[config.mk]
export PLATFORM = sky130hd
export DESIGN_NAME = lut_neuron_array
export DESIGN_NICKNAME = d
export VERILOG_FILES = /design/src/rtl/lut_neuron_pkg.sv /design/src/rtl/lut_neuron_cell.sv /design/src/rtl/lut_neuron_array.sv
export SDC_FILE = /design/constraint.sdc
export NUM_CORES = 1
export LEC_CHECK = 0
export ABC_AREA = 1
export CAP_MARGIN = 30
export CORE_MARGIN = 2
export CORE_UTILIZATION = 25
export CTS_BUF_LIST = sky130_fd_sc_hd__clkbuf_16
export DETAILED_ROUTE_END_ITERATION = 8
export PLACE_DENSITY = 0.37
export RECOVER_POWER = 25
export SYNTH_ARGS = -nofsm -noshare
export SYNTH_HDL_FRONTEND = slang
export SYNTH_SLANG_ARGS = --single-unit
[constraint.sdc]
create_clock -name clk -period 20.5 [get_ports clk]
set_input_delay 4.1 -clock clk [delete_from_list [all_inputs] [get_ports clk]]
set_output_delay 4.1 -clock clk [all_outputs]
set_load 0.005 [all_outputs]
[src/rtl/lut_neuron_pkg.sv]
// lut_neuron_pkg: shared FSM states, table sizing and parity helper for lut_neuron_array (parity used only with LUT_PARITY_EN)
package lut_neuron_pkg;
    typedef enum logic [1:0] {RUN, DRAIN_CFG, CFG} state_e;
    localparam int DEF_FAN_IN = 6;
    localparam int DEF_ENTRIES = 1 << DEF_FAN_IN;
    function automatic int lut_entries(input int fan_in);
        return 1 << fan_in;
    endfunction
    function automatic logic even_par(input logic [31:0] v);
        return ^v;
    endfunction
endpackage

[src/rtl/lut_neuron_cell.sv]
// lut_neuron_cell: one neuron's reprogrammable truth table; optional parity storage/check under LUT_PARITY_EN
module lut_neuron_cell import lut_neuron_pkg::*; #(
    parameter int FAN_IN   = 6,
    parameter int OUT_BITS = 1
) (
    input  logic                clk,
    input  logic                rst,
    input  logic                wr_en_i,
    input  logic [FAN_IN-1:0]   wr_addr_i,
    input  logic [OUT_BITS-1:0] wr_data_i,
    input  logic [FAN_IN-1:0]   rd_addr_i,
    output logic [OUT_BITS-1:0] rd_data_o,
    output logic                par_err_o
);
    localparam int ENTRIES = lut_entries(FAN_IN);
    logic [OUT_BITS-1:0] tbl_q [ENTRIES];
    // table write port; reset clears every entry so unwritten entries read 0
    always_ff @(posedge clk or posedge rst) begin
        if (rst) begin
            for (int i = 0; i < ENTRIES; i++) tbl_q[i] <= '0;
        end else if (wr_en_i) begin
            tbl_q[wr_addr_i] <= wr_data_i;
        end
    end
    assign rd_data_o = tbl_q[rd_addr_i];
`ifdef LUT_PARITY_EN
    logic par_q [ENTRIES];
    // parity bit captured alongside each entry; zero matches all-zero reset data
    always_ff @(posedge clk or posedge rst) begin
        if (rst) begin
            for (int i = 0; i < ENTRIES; i++) par_q[i] <= 1'b0;
        end else if (wr_en_i) begin
            par_q[wr_addr_i] <= even_par(32'(wr_data_i));
        end
    end
    assign par_err_o = even_par(32'(rd_data_o)) != par_q[rd_addr_i];
`else
    assign par_err_o = 1'b0;
`endif
endmodule

[src/rtl/lut_neuron_array.sv]
// lut_neuron_array: 2-stage valid/ready array of run-time loadable LUT neurons; LUT_PARITY_EN enables table parity
module lut_neuron_array import lut_neuron_pkg::*; #(
    parameter int NEURONS  = 8,
    parameter int FAN_IN   = 6,
    parameter int OUT_BITS = 1,
    localparam int NW      = (NEURONS > 1) ? $clog2(NEURONS) : 1
) (
    input  logic                         clk,
    input  logic                         rst,
    input  logic                         cfg_valid,
    output logic                         cfg_ready,
    input  logic [NW-1:0]                cfg_neuron,
    input  logic [FAN_IN-1:0]            cfg_entry,
    input  logic [OUT_BITS-1:0]          cfg_data,
    input  logic                         cfg_last,
    input  logic                         in_valid,
    output logic                         in_ready,
    input  logic [NEURONS*FAN_IN-1:0]    in_data,
    output logic                         out_valid,
    input  logic                         out_ready,
    output logic [NEURONS*OUT_BITS-1:0]  out_data,
    output logic                         par_err
);
    state_e state_q, state_d;
    logic s1_valid_q, s2_valid_q, par_err_q;
    logic [NEURONS*FAN_IN-1:0] s1_data_q;
    logic [NEURONS*OUT_BITS-1:0] s2_data_q, lut_val;
    logic [NEURONS-1:0] lut_perr;
    logic s2_load, empty;

    assign s2_load = !s2_valid_q || out_ready;
    assign empty   = !s1_valid_q && !s2_valid_q;

    for (genvar n = 0; n < NEURONS; n++) begin : g_cell
        lut_neuron_cell #(.FAN_IN(FAN_IN), .OUT_BITS(OUT_BITS)) u_cell (
            .clk       (clk),
            .rst       (rst),
            .wr_en_i   (cfg_ready && cfg_valid && cfg_neuron == NW'(n)),
            .wr_addr_i (cfg_entry),
            .wr_data_i (cfg_data),
            .rd_addr_i (s1_data_q[n*FAN_IN +: FAN_IN]),
            .rd_data_o (lut_val[n*OUT_BITS +: OUT_BITS]),
            .par_err_o (lut_perr[n])
        );
    end

    // next state and handshakes; a pending config beat blocks new inputs so the pipeline drains
    always_comb begin
        state_d   = state_q;
        in_ready  = 1'b0;
        cfg_ready = 1'b0;
        case (state_q)
            RUN: begin
                in_ready = !cfg_valid && (!s1_valid_q || s2_load);
                if (cfg_valid && empty) state_d = DRAIN_CFG;
            end
            DRAIN_CFG: state_d = CFG;
            CFG: begin
                cfg_ready = 1'b1;
                if (cfg_valid && cfg_last) state_d = RUN;
            end
            default: state_d = RUN;
        endcase
    end

    // FSM state register
    always_ff @(posedge clk or posedge rst) begin
        if (rst) state_q <= RUN;
        else     state_q <= state_d;
    end

    // S1 captures indices, S2 captures lookups; parity errors latch until reset
    always_ff @(posedge clk or posedge rst) begin
        if (rst) begin
            s1_valid_q <= 1'b0;
            s1_data_q  <= '0;
            s2_valid_q <= 1'b0;
            s2_data_q  <= '0;
            par_err_q  <= 1'b0;
        end else begin
            if (in_valid && in_ready) begin
                s1_valid_q <= 1'b1;
                s1_data_q  <= in_data;
            end else if (s2_load) begin
                s1_valid_q <= 1'b0;
            end
            if (s2_load) begin
                s2_valid_q <= s1_valid_q;
                if (s1_valid_q) s2_data_q <= lut_val;
            end
            if (s2_load && s1_valid_q && |lut_perr) par_err_q <= 1'b1;
        end
    end

    assign out_valid = s2_valid_q;
    assign out_data  = s2_data_q;
    assign par_err   = par_err_q;
endmodule
Word level (Yosys, flattened, before mapping). Index checks and enable logic that the tools add are counted.

$lt $le $gt $ge: 10. Eq/ne operators: 11. Mux-type cells: 41. Bitwise operators: 9. Reduce and logical (&&, ||, !) cells: 25.

Operators with widths (count): bitwise mux 64 bit (8); >= comparator 7 bit, second input constant (9); inverter 6 -> 7 bit (9); binary-select mux 1 bit (select 6 bit) (8); two-way mux 1 bit (21); logical AND 1 bit (15); equality test 3 bit, second input constant (4); less-than comparator 7 x 1 -> 1 bit, second input constant (1); demux 1 bit (select 6 bit) (1); equality test 3 x 2 -> 1 bit, second input constant (2); one-hot mux 2 bit (3 select lines) (1); two-way mux 2 bit (2); != test 2 bit, second input constant (2); AND reduction 2 bit (2); equality test 3 x 1 -> 1 bit, second input constant (1); zero test 1 bit (3); zero test 3 bit (1); equality test 2 x 1 -> 1 bit, second input constant (1); equality test 2 bit, second input constant (1); zero test 2 bit (1); logical OR 1 bit (2); nonzero test 2 bit (1).

Flip-flop bits (word level): 572. Bits of input ports: 64. Output and inout bits: 12. Logic and storage cells: 613.

Depth between registers and ports, before layout. Gate-level depths: netlist of the first run.

Word-level depth: 7. Mapped depth: 13. Mapped depth without buffers: 11.

Cells and area by module. Synthesis of the first run repeated with hierarchy kept, for this count alone.

Cell total of the unflattened synthesis: 3680. Area, all modules: 30160.2 µm².

Modules (own cells, without submodules): lut_neuron_cell (times used 8, cells each 423, area an instance 3445.8 µm², sequential area each 1601.5 µm²); lut_neuron_array (times used 1, cells each 296, area an instance 2593.7 µm², sequential area each 1526.5 µm²).

Worst setup path before layout of the first run. OpenSTA, ideal clock, no wires.

Path type: in2out. Start: in out_ready. End: out in_ready. Arrival: 4411 ps. Data required time: 16400 ps. Setup slack: 11989 ps. Stages: 4. Path buffers: 0. Cell sequence: inv_1 -> nand2_1 -> o21ai_0 -> nor2_1.

Word-level cells in the longest chain between the ends: 4.

RTL lines: start: declaration (RTL line lut_neuron_array.sv:20) `input logic out_ready,`; logical OR 1 bit (RTL line lut_neuron_array.sv:31) `assign s2_load = !s2_valid_q || out_ready;`; logical OR 1 bit (RTL line lut_neuron_array.sv:54) `in_ready = !cfg_valid && (!s1_valid_q || s2_load);`; logical AND 1 bit (RTL line lut_neuron_array.sv:54); two-way mux 1 bit (RTL line lut_neuron_array.sv:52) `case (state_q)`; end: declaration (RTL line lut_neuron_array.sv:17) `output logic in_ready,`.

Every way passes these cells.

==> summary.md, run 1 <==
| Metric | Value |
|---|---|
| R2r endpoint | `s1_data_q[23]` |
| GRT overflow | `0` |
| Root buf cell | `clkbuf_16` |
| Post-route DRC violation count | `0` |
| Seq/Total Area, Yosys | `51.8%` |
| DRT Pass-1 Iters | `5` |
| Reg2Reg Depth | `7` |
| Critical path, cell by cell | `dlygate4sd3_1 -> clkinvlp_2 -> clkbuf_1 -> clkbuf_1 -> buf_4 -> buf_16` |
| Cells after synthesis | `3265` |
| CP top delay family | `buffers and inverters` |
| Largest net degree at the start of global routing | `about 150` |
| Slew @ Worst Pin | `roughly 5500 ps` |
| Routed length per instance | `approximately 25 um` |
| Die height | `~340 um` |
| First-pass GRT wire length | `~170 mm` |
| Initial antenna violation count | `0` |
| Via-to-Cell Ratio | `5.30` |
| Worst IR Drop VDD | `about 0.000046 V` |
| Crit Path Max Fanout | `114` |
| HP Class | `flip-flop to flip-flop` |
| Hpwl dp | `a little under 70 mm` |
| Syn Area/Cell | `8.46 um2` |
| Reg2reg start | `out_valid` |
| Iter 0 DRT Violations | `about 2400` |
| H-Tree Depth | `3` |
| Post-layout util | `~29%` |
| Max Fclk | `slightly below 0.09 GHz` |
| Setup crit end kind | `async pin` |
| Clock Latency Late Sink | `between 600 and 700 ps` |
| Design Area, Final | `~32000 um2` |
| Library cells used by synthesis | `20` |
| Final period utilization | `a little over half` |
| Most frequent CP cell | `clkbuf_1` |
| Post-Place Cell Area | `29500 um2` |
| WL met2 | `54.7 mm` |
| Worst Hold Launch | `state_q[1]` |
| CP peak stage delay | `~3000 ps` |
| Setup TNS | `0 ps` |
| Leading cell type in the layout, fill and taps excluded | `nand2_1` |
| WHS Endpoint | `state_q[1]` |
| Most frequent cells in the layout | `621 x nand2_1, 572 x dfrtp_1, 558 x a21oi_1, 512 x a31oi_1, 478 x nand3_1` |
| Via count | `around 25000` |
| Critical path arrival | `11950 ps` |
| Pwr/cell area | `around 110 nW/um2` |
| CP required | `21280 ps` |
| Hold WS | `roughly 460 ps` |
| Flop2flop setup slack | `17170 ps` |
| Layout area overhead | `15.0%` |
| Crit path time final | `11170 ps` |
| Setup Skew | `around 22 ps` |
| Post-layout net count | `about 3200` |
| CTS buffer count | `72` |
| CP Class | `input pin to async pin` |
| CTS tree | `yes` |
| ANT nets after route | `0` |
| Std cell rows | `about 120` |
| CTS sink cnt | `roughly 570` |
| Met3 wire length | `about 6.5 mm` |
| Die ar. | `between 100000 and 150000 um2` |
| Failing checks | `max-capacitance violations, max-slew violations` |
| Synth Warn # | `0` |
| Crit path launch type | `input pin` |
| Core region area | `about 110000 um2` |
| DP Cell Count | `4556` |
| Highest Signal Layer | `met4` |
| Post-CTS Hold Buffers | `0` |
| WL met1 | `approximately 49 mm` |
| Post-CTS Setup Bufs | `0` |
| Total track usage | `between 20% and 30%` |
| Max cap viols | `5` |
| Crit path max-delay cell type | `clkinvlp_2` |
| # port buffers | `74` |
| Lkg Pwr | `~0.013 uW` |
| Net count after synthesis | `~3300` |
| Initial Util | `25.3%` |
| Share of post-route cells with drive strength above 1 | `under 10%` |
| # setup viols final | `0` |
| Synth Register Bits | `572` |
| Final Hold Viols | `0` |
| Final instance count without filler cells | `between 4000 and 5000` |
| Status | `finished with violations` |
| Vias in the first global route | `around 24000` |
| Post-synth design cell area | `27600 um2` |
| Hold path depth | `1` |
| WP buf/inv | `6` |
| Rel. slew slack | `-268%` |
| Clock transition at path regs | `around 60 ps` |
| GPL Wtd Cong | `0.775` |
| Clock buffer depth | `3` |
| WL final | `roughly 120 mm` |
| Fin. max-slew vios | `309` |
| RSZ-0062 raised after global routing | `false` |
| CTS resizes | `0` |
| I/O Pins | `76` |
| Die Wd | `roughly 340 um` |
==> how the worst max path moves through the flow <==
| stage | start | end | slack (ps) | depth (start not counted) |
|---|---|---|---|---|
| CTS | out_ready | in_ready | 10840 | 6 |
| floorplan | rst | g_cell[0].u_cell.tbl_q[0] | 400 | 1 |
| finish | rst | s1_data_q[11] | 9330 | 6 |
| global route | rst | g_cell[1].u_cell.tbl_q[61] | 7880 | 4 |
| global placement | out_ready | in_ready | 10750 | 6 |
| detailed placement | out_ready | in_ready | 10850 | 6 |
==> through the flow <==
stage	worst slack, ps	power [uW]
floorplan	399	1960
global placement	10750	2350
detailed placement	10850	2370
CTS	10840	3600
global route	7880	3750
finish	9330	3550
==> cell type report <==
class | count | area (um2)
fill | 11630 | 77400
sequential | 572 | 14300
multi-input combinational | 2299 | 11700
clock buffer | 75 | 1880
tap | 1476 | 1850
timing repair buffer | 150 | 1510
clock inverter | 53 | 304
inverter | 63 | 245
antenna | 2 | 5.00
==> sequential cells by signal, indices dropped and copies added, names as in the netlist <==
| register | cells |
|---|---|
| g_cell.u_cell.tbl_q | 512 |
| s1_data_q | 48 |
| out_data | 8 |
| state_q | 2 |
| out_valid | 1 |
| s1_valid_q | 1 |
==> synth_stat cells <==
cell        n  share of area [%]
nand2_1   621                8.4
conb_1      1              0.014
dfrtp_1   572                 52
o21ai_0     3              0.054
buf_2     150                2.7
buf_6      20               0.82
nor3_2      1              0.036
nor2_2      3              0.068
a21oi_1   558                 10
nand3b_1    2              0.054
nand3_1   478                8.7
a31oi_1   512                 12
nor4_1      1              0.023
inv_1      41               0.56
mux2_2      2              0.082
clkbuf_1   98                1.3
nor2_1    117                1.6
buf_4      63                1.7
inv_2       6              0.082
clkinv_1   16               0.22
==> worst reg2reg max path, stage by stage, from the launching register on <==
cell and delay [ps]:
dfrtp_1 380, nand2_1 110, o21ai_0 150, nor2_1 80
nand2_1 1240, buf_4 770, nor2_1 330, a21oi_1 180
==> layer usage <==
layer,vias to the layer above,GRT usage (%)
met5,-,0
met4,0,7.55
met3,199,3.64
li1,11451,-
met1,12323,26.1
met2,870,34.0
==> kinds of logic after synthesis <==
kind of cell,count (synthesis),synth area share (%)
and+or+nand+nor,1223,18.9
AOI/OAI and AO/OA,1073,21.8
DFF,572,51.8
buffers and inverters,394,7.43
muxes,2,0.0815
other,1,0.0136
==> report_power, final <==
| group | total [uW] | internal (uW) | switching (uW) | leakage [uW] |
|---|---|---|---|---|
| logic | 986 | 289 | 697 | 0.00446 |
| clock network | 1210 | 695 | 512 | 0.00114 |
| registers | 1360 | 1220 | 141 | 0.00781 |
| total | 3550 | 2200 | 1350 | 0.0134 |
No activity file was read; power rests on OpenSTA's default activity.
==> run 2: changes to the inputs <==
==> constraint.sdc (replaced) <==
create_clock -name clk -period 10.2 [get_ports clk]
set_input_delay 2.04 -clock clk [delete_from_list [all_inputs] [get_ports clk]]
set_output_delay 2.04 -clock clk [all_outputs]
set_load 0.005 [all_outputs]
==> summary.md, run 2 (synthesis gave the netlist of run 1 again) <==
| Metric | Value |
|---|---|
| Die height | `336 um (unchanged)` |
| Via count | `24787 (-0.23%)` |
| RSZ-0062 raised after global routing | `false` |
| Iter 0 DRT Violations | `2724 (+15%)` |
| HP Class | `flip-flop to flip-flop` |
| GRT overflow | `0 (unchanged)` |
| Met3 Track Usage GR | `2.96% (-0.69 points)` |
| Initial antenna violation count | `0 (unchanged)` |
| Total track usage | `20.3% (-0.034 points)` |
| Most frequent cells in the layout | `621 x nand2_1, 572 x dfrtp_1, 558 x a21oi_1, 512 x a31oi_1, 478 x nand3_1` |
| Pwr/cell area | `226 nW/um2 (+100%)` |
| CTS sink cnt | `572 (unchanged)` |
| Slew @ Worst Pin | `4190 ps (-1330 ps)` |
| Max Fclk | `~0.15 GHz` |
| Post-layout util | `29.0% (-0.13 points)` |
| I/O Pins | `76 (unchanged)` |
| Post-CTS Hold Buffers | `0 (unchanged)` |
| Max reg flops | `512 (unchanged)` |
| GPL Wtd Cong | `0.785 (+1.3%)` |
| # setup viols final | `0 (unchanged)` |
| Rel. slew slack | `-179% (+89 points)` |
| Worst slack, placed | `4660 ps (-6190 ps)` |
| Via-to-Cell Ratio | `5.30 (+0.12%)` |
| Lkg Pwr | `0.0133 uW (-0.45%)` |
| Vias in the first global route | `23968 (-0.19%)` |
| Post-CTS Setup Bufs | `0 (unchanged)` |
| # port buffers | `74 (unchanged)` |
| Reg with most FFs | `g_cell.u_cell.tbl_q` |
| Die Wd | `336 um (unchanged)` |
| Std cell rows | `121 (unchanged)` |
| Failing checks | `max-capacitance violations, max-slew violations` |
| CTS tree | `yes` |
| Antenna Cells | `0 (-2)` |
| Largest net degree at the start of global routing | `207 (+35%)` |
| Hpwl dp | `67.7 mm (-0.82%)` |
| Die ar. | `113000 um2 (unchanged)` |
| First-pass GRT wire length | `169 mm (-0.20%)` |
| Tot Pwr | `7150 uW (+100%)` |
| Fin. max-slew vios | `342 (+11%)` |
| Hold WS | `463 ps (+4.07 ps)` |
| Setup TNS | `0 ps (unchanged)` |
| Crit path launch type | `input pin` |
| Most Crowded Layer GR | `met2` |
| ANT nets after route | `0 (unchanged)` |
| Share of post-route cells with drive strength above 1 | `7.19% (-0.37 points)` |
| Critical path arrival | `7140 ps (-4810 ps)` |
| DRT Pass-1 Iters | `5 (unchanged)` |
| Initial Util | `25.3% (unchanged)` |
| Leading cell type in the layout, fill and taps excluded | `nand2_1` |
| Layout area overhead | `14.5%` |
| Worst IR Drop VDD | `0.0000956 V (+110%)` |
| Setup crit end kind | `async pin` |
| Max cap viols | `5 (unchanged)` |
| Met2 Use GR | `33.6% (-0.41 points)` |
| Clock transition at path regs | `60 ps (about the same)` |
| Root buf cell | `clkbuf_16` |
| Crit path time final | `between 6000 and 7000 ps` |
| Core region area | `109000 um2 (unchanged)` |
| Clock buffer depth | `3 (unchanged)` |
| FILL cells | `11616 (-0.12%)` |
| Final period utilization | `63.8%` |
| Post-route DRC violation count | `0 (unchanged)` |
| Setup Skew | `27.2 ps (+4.88 ps)` |
| CP Class | `input pin to async pin` |
| CTS resizes | `0 (unchanged)` |
| Status | `finished with violations` |
| CP required | `10830 ps (-10450 ps)` |
| H-Tree Depth | `3 (unchanged)` |
| Grt met1 use | `26.6% (+0.53 points)` |
| Final Worst Setup Slack | `3700 ps (-5630 ps)` |
| Routed length per instance | `24.6 um (+0.39%)` |
| Final Hold Viols | `0 (unchanged)` |
| CTS buffer count | `73 (+1.4%)` |
| WL final | `115 mm (about the same)` |
| Clock Latency Late Sink | `630 ps (about the same)` |
| Post-layout net count | `3213 (-0.28%)` |
| Crit Path Max Fanout | `150 (+32%)` |
[run 2: cell types whose count changed in the layout (fill, tap and decap cells not counted), sizes merged]
cell / before / now
buf: 71 / 62
clkdlybuf4s50: 71 / 62
dlygate4sd3: 3 / 12
clkbuf: 80 / 77
diode: 2 / 0
inv: 67 / 65
bufinv: 3 / 4
clkinv: 45 / 44
[run 2: power by group]
group | switching [uW] | internal, uW
clock network | 1030 | 1390
logic | 1410 | 587
registers | 281 | 2440
total | 2730 | 4420
[run 2: area by class of cell]
| type | instances | area [um2] | area share [%] |
|---|---|---|---|
| clock inverter | 51 | 327 | 1.03 |
| clock buffer | 73 | 1830 | 5.78 |
| sequential | 572 | 14300 | 45.3 |
| tap | 1476 | 1850 | 5.84 |
| timing repair buffer | 140 | 1420 | 4.49 |
| inverter | 63 | 245 | 0.776 |
| multi-input combinational | 2299 | 11600 | 36.8 |
[run 2: worst max-delay path, stage by stage]
cell and delay (ps):
dlygate4sd3_1 550, clkinvlp_2 340, clkbuf_2 2840, buf_4 1020
[run 2: worst paths after layout]
path / from / end / slack (ps) / cells past startpoint
setup / recovery: rst / g_cell[6].u_cell.tbl_q[61] / 3700 / 4
hold / removal: state_q[1] / state_q[1] / 460 / 1
setup reg to reg: out_valid / s1_data_q[23] / 5460 / 7
hold reg to reg: state_q[1] / state_q[1] / 460 / 1
max in group clk: out_ready / s1_data_q[23] / 3830 / 9
min in group asynchronous: rst / g_cell[5].u_cell.tbl_q[0] / 1910 / 2
[run 2: per-layer routing]
layer / part of all wire, % / vias to the layer above / wire length (um)
met2: 48 / 863 / 54800
met3: 5.3 / 177 / 6130
met5: 0 / - / 0
met1: 43 / 12311 / 49800
met4: 3.8 / 0 / 4360
li1: - / 11436 / -
[run 2: metrics by stage]
stage	std cells	area, um2
6_report	4674	31600
5_1_grt	4674	31600
4_1_cts	4674	31700
3_5_place_dp	4550	29500
3_3_place_gp	4542	29300
2_1_floorplan	3265	27600
==> run 3: changes to the inputs <==
==> constraint.sdc (replaced) <==
create_clock -name clk -period 5.4 [get_ports clk]
set_input_delay 1.08 -clock clk [delete_from_list [all_inputs] [get_ports clk]]
set_output_delay 1.08 -clock clk [all_outputs]
set_load 0.005 [all_outputs]
==> summary.md, run 3 (synthesis gave the netlist of run 1 again) <==
| Metric | Value |
|---|---|
| CTS tree | `yes` |
| Max reg flops | `512 (unchanged)` |
| Crit path launch type | `input pin` |
| Iter 0 DRT Violations | `2871 (+5.4%)` |
| FILL cells | `11597 (-0.16%)` |
| Origin of the worst setup path | `rst` |
| # setup viols final | `0 (unchanged)` |
| Initial antenna violation count | `0 (unchanged)` |
| DRT Pass-1 Iters | `6 (+1)` |
| CP top delay family | `buffers and inverters` |
| Reg with most FFs | `g_cell.u_cell.tbl_q` |
| GRT overflow | `0 (unchanged)` |
| Leading cell type in the layout, fill and taps excluded | `nand2_1` |
| CP peak stage delay | `1410 ps (-1430 ps)` |
| WL final | `121 mm (+5.3%)` |
| Post-CTS Hold Buffers | `0 (unchanged)` |
| Rel. slew slack | `-38.6% (+140 points)` |
| Hpwl dp | `72.9 mm (+7.6%)` |
| Final Worst Setup Slack | `1540 ps (-2160 ps)` |
| Most Crowded Layer GR | `met2` |
| Worst IR Drop VDD | `0.000205 V (+110%)` |
| Slew @ Worst Pin | `2080 ps (-2110 ps)` |
| GPL Wtd Cong | `0.790 (+0.65%)` |
| Routed length per instance | `25.8 um (+4.8%)` |
| Core region area | `109000 um2 (unchanged)` |
| Post-layout net count | `3232 (+0.59%)` |
| Std cell rows | `121 (unchanged)` |
| Total track usage | `21.3% (+1.0 points)` |
| CTS buffer count | `73 (unchanged)` |
| Most frequent cells in the layout | `620 x nand2_1, 572 x dfrtp_1, 558 x a21oi_1, 512 x a31oi_1, 478 x nand3_1` |
| Met3 Track Usage GR | `3.19% (+0.24 points)` |
| Clock transition at path regs | `60 ps (about the same)` |
| Largest net degree at the start of global routing | `129 (-38%)` |
| Final Hold Viols | `0 (unchanged)` |
| Lkg Pwr | `0.0135 uW (+1.2%)` |
| Worst Hold Launch | `s1_valid_q` |
| Setup crit end kind | `async pin` |
| Die ar. | `113000 um2 (unchanged)` |
| CP required | `5760 ps (-5070 ps)` |
| Crit Path Max Fanout | `70 (-53%)` |
| Critical path, cell by cell | `dlygate4sd3_1 -> clkinvlp_2 -> buf_12 -> clkbuf_2` |
| First-pass GRT wire length | `176 mm (+4.3%)` |
| Clock buffer depth | `3 (unchanged)` |
| Layout area overhead | `15.6%` |
| ANT nets after route | `0 (unchanged)` |
| Area of the multi-input gates | `11600 um2 (+0.13%)` |
| H-Tree Depth | `3 (unchanged)` |
| WP buf/inv | `4 (unchanged)` |
| Final period utilization | `71.5%` |
| Clock Latency Late Sink | `630 ps (about the same)` |
| Status | `finished with violations` |
| CTS sink cnt | `572 (unchanged)` |
| Share of post-route cells with drive strength above 1 | `7.85% (+0.66 points)` |
| Tot Pwr | `13600 uW (+91%)` |
| Via count | `25126 (+1.4%)` |
| Pwr/cell area | `427 nW/um2 (+89%)` |
| Max cap viols | `2 (-3)` |
| Design Area, Final | `31900 um2 (+1.0%)` |
| Die Wd | `336 um (unchanged)` |
| Crit path max-delay cell type | `clkbuf_2` |
| Grt met1 use | `29.3% (+2.7 points)` |
| Max Fclk | `around 0.26 GHz` |
| Post-Place Cell Area | `29700 um2 (+0.72%)` |
| Vias in the first global route | `24028 (+0.25%)` |
| Crit path time final | `between 3000 and 4000 ps` |
| Reg2reg start | `s1_data_q[19]` |
| Worst slack, placed | `1310 ps (-3340 ps)` |
| Die height | `336 um (unchanged)` |
| CTS resizes | `0 (unchanged)` |
| HP Class | `flip-flop to flip-flop` |
| Post-CTS Setup Bufs | `0 (unchanged)` |
| Post-route DRC violation count | `0 (unchanged)` |
| Via-to-Cell Ratio | `5.35 (+0.87%)` |
| CP Class | `input pin to async pin` |
| Failing checks | `max-capacitance violations, max-slew violations` |
| Root buf cell | `clkbuf_16` |
| Fin. max-slew vios | `146 (-57%)` |
| RSZ-0062 raised after global routing | `false` |
| Antenna Cells | `0 (unchanged)` |
| Critical path arrival | `4220 ps (-2920 ps)` |
| Setup Skew | `13.0 ps (-14.3 ps)` |
| # port buffers | `74 (unchanged)` |
| Met2 Use GR | `33.7% (+0.13 points)` |
| FF/Latch Area | `14300 um2 (unchanged)` |
| I/O Pins | `76 (unchanged)` |
| Initial Util | `25.3% (unchanged)` |
## run 3: changes by cell type in the layout (fill, tap and decap cells not counted), sizes merged
cell / change
clkinvlp: +2
clkinv: -6
clkbuf: +2
buf: +19
dlygate4sd3: -9
clkdlybuf4s50: +9
inv: +6
## run 3: worst paths after layout
check	slack, ps	to	cells past startpoint
hold reg to reg	460	state_q[0]	1
max in group clk	1690	in_ready	5
hold / removal	460	state_q[0]	1
setup / recovery	1540	out_data[0]	4
min in group asynchronous	1150	g_cell[5].u_cell.tbl_q[31]	2
setup reg to reg	2210	out_data[3]	10
## run 3: area by class of cell
class / instances / area share, %
clock buffers: 75 / 5.88
well taps: 1476 / 5.78
flip-flops and latches: 572 / 44.8
inverters: 63 / 0.768
repair buffers: 159 / 5.23
clock inverters: 53 / 1.05
multi-input cells: 2299 / 36.5
## run 3: report_power, final
group / internal (uW) / switching [uW]
combinational: 1080 / 2690
clock: 2690 / 2010
sequential: 4610 / 541
## run 3: metal layers
layer,up-vias,part of all wire (%)
met5,-,0
met3,194,5.2
met1,12545,45
met4,0,3.9
met2,925,46
li1,11462,-
## run 3: per-stage QoR
step | hold WS (ps) | util (%) | cells | TNS [ps]
after detailed placement | 453 | 27.2 | 4567 | 0
after global placement | 448 | 27.1 | 4562 | 0
after CTS | 462 | 29.3 | 4695 | 0
after floorplan | 430 | - | 3265 | -1985740
final | 458 | 29.3 | 4697 | 0
after global routing | 487 | 29.3 | 4697 | 0
## run 3: worst register-to-register path: stages, from the launching register on
cell and delay [ps]:
dfrtp_1 920, clkinv_1 940, nand3_1 360, nand3_1 120, nand3_1 200, nand2_1 70
nand2_1 60, nand3_1 70, nand2_1 210, nand2_1 90, nand2_1 70
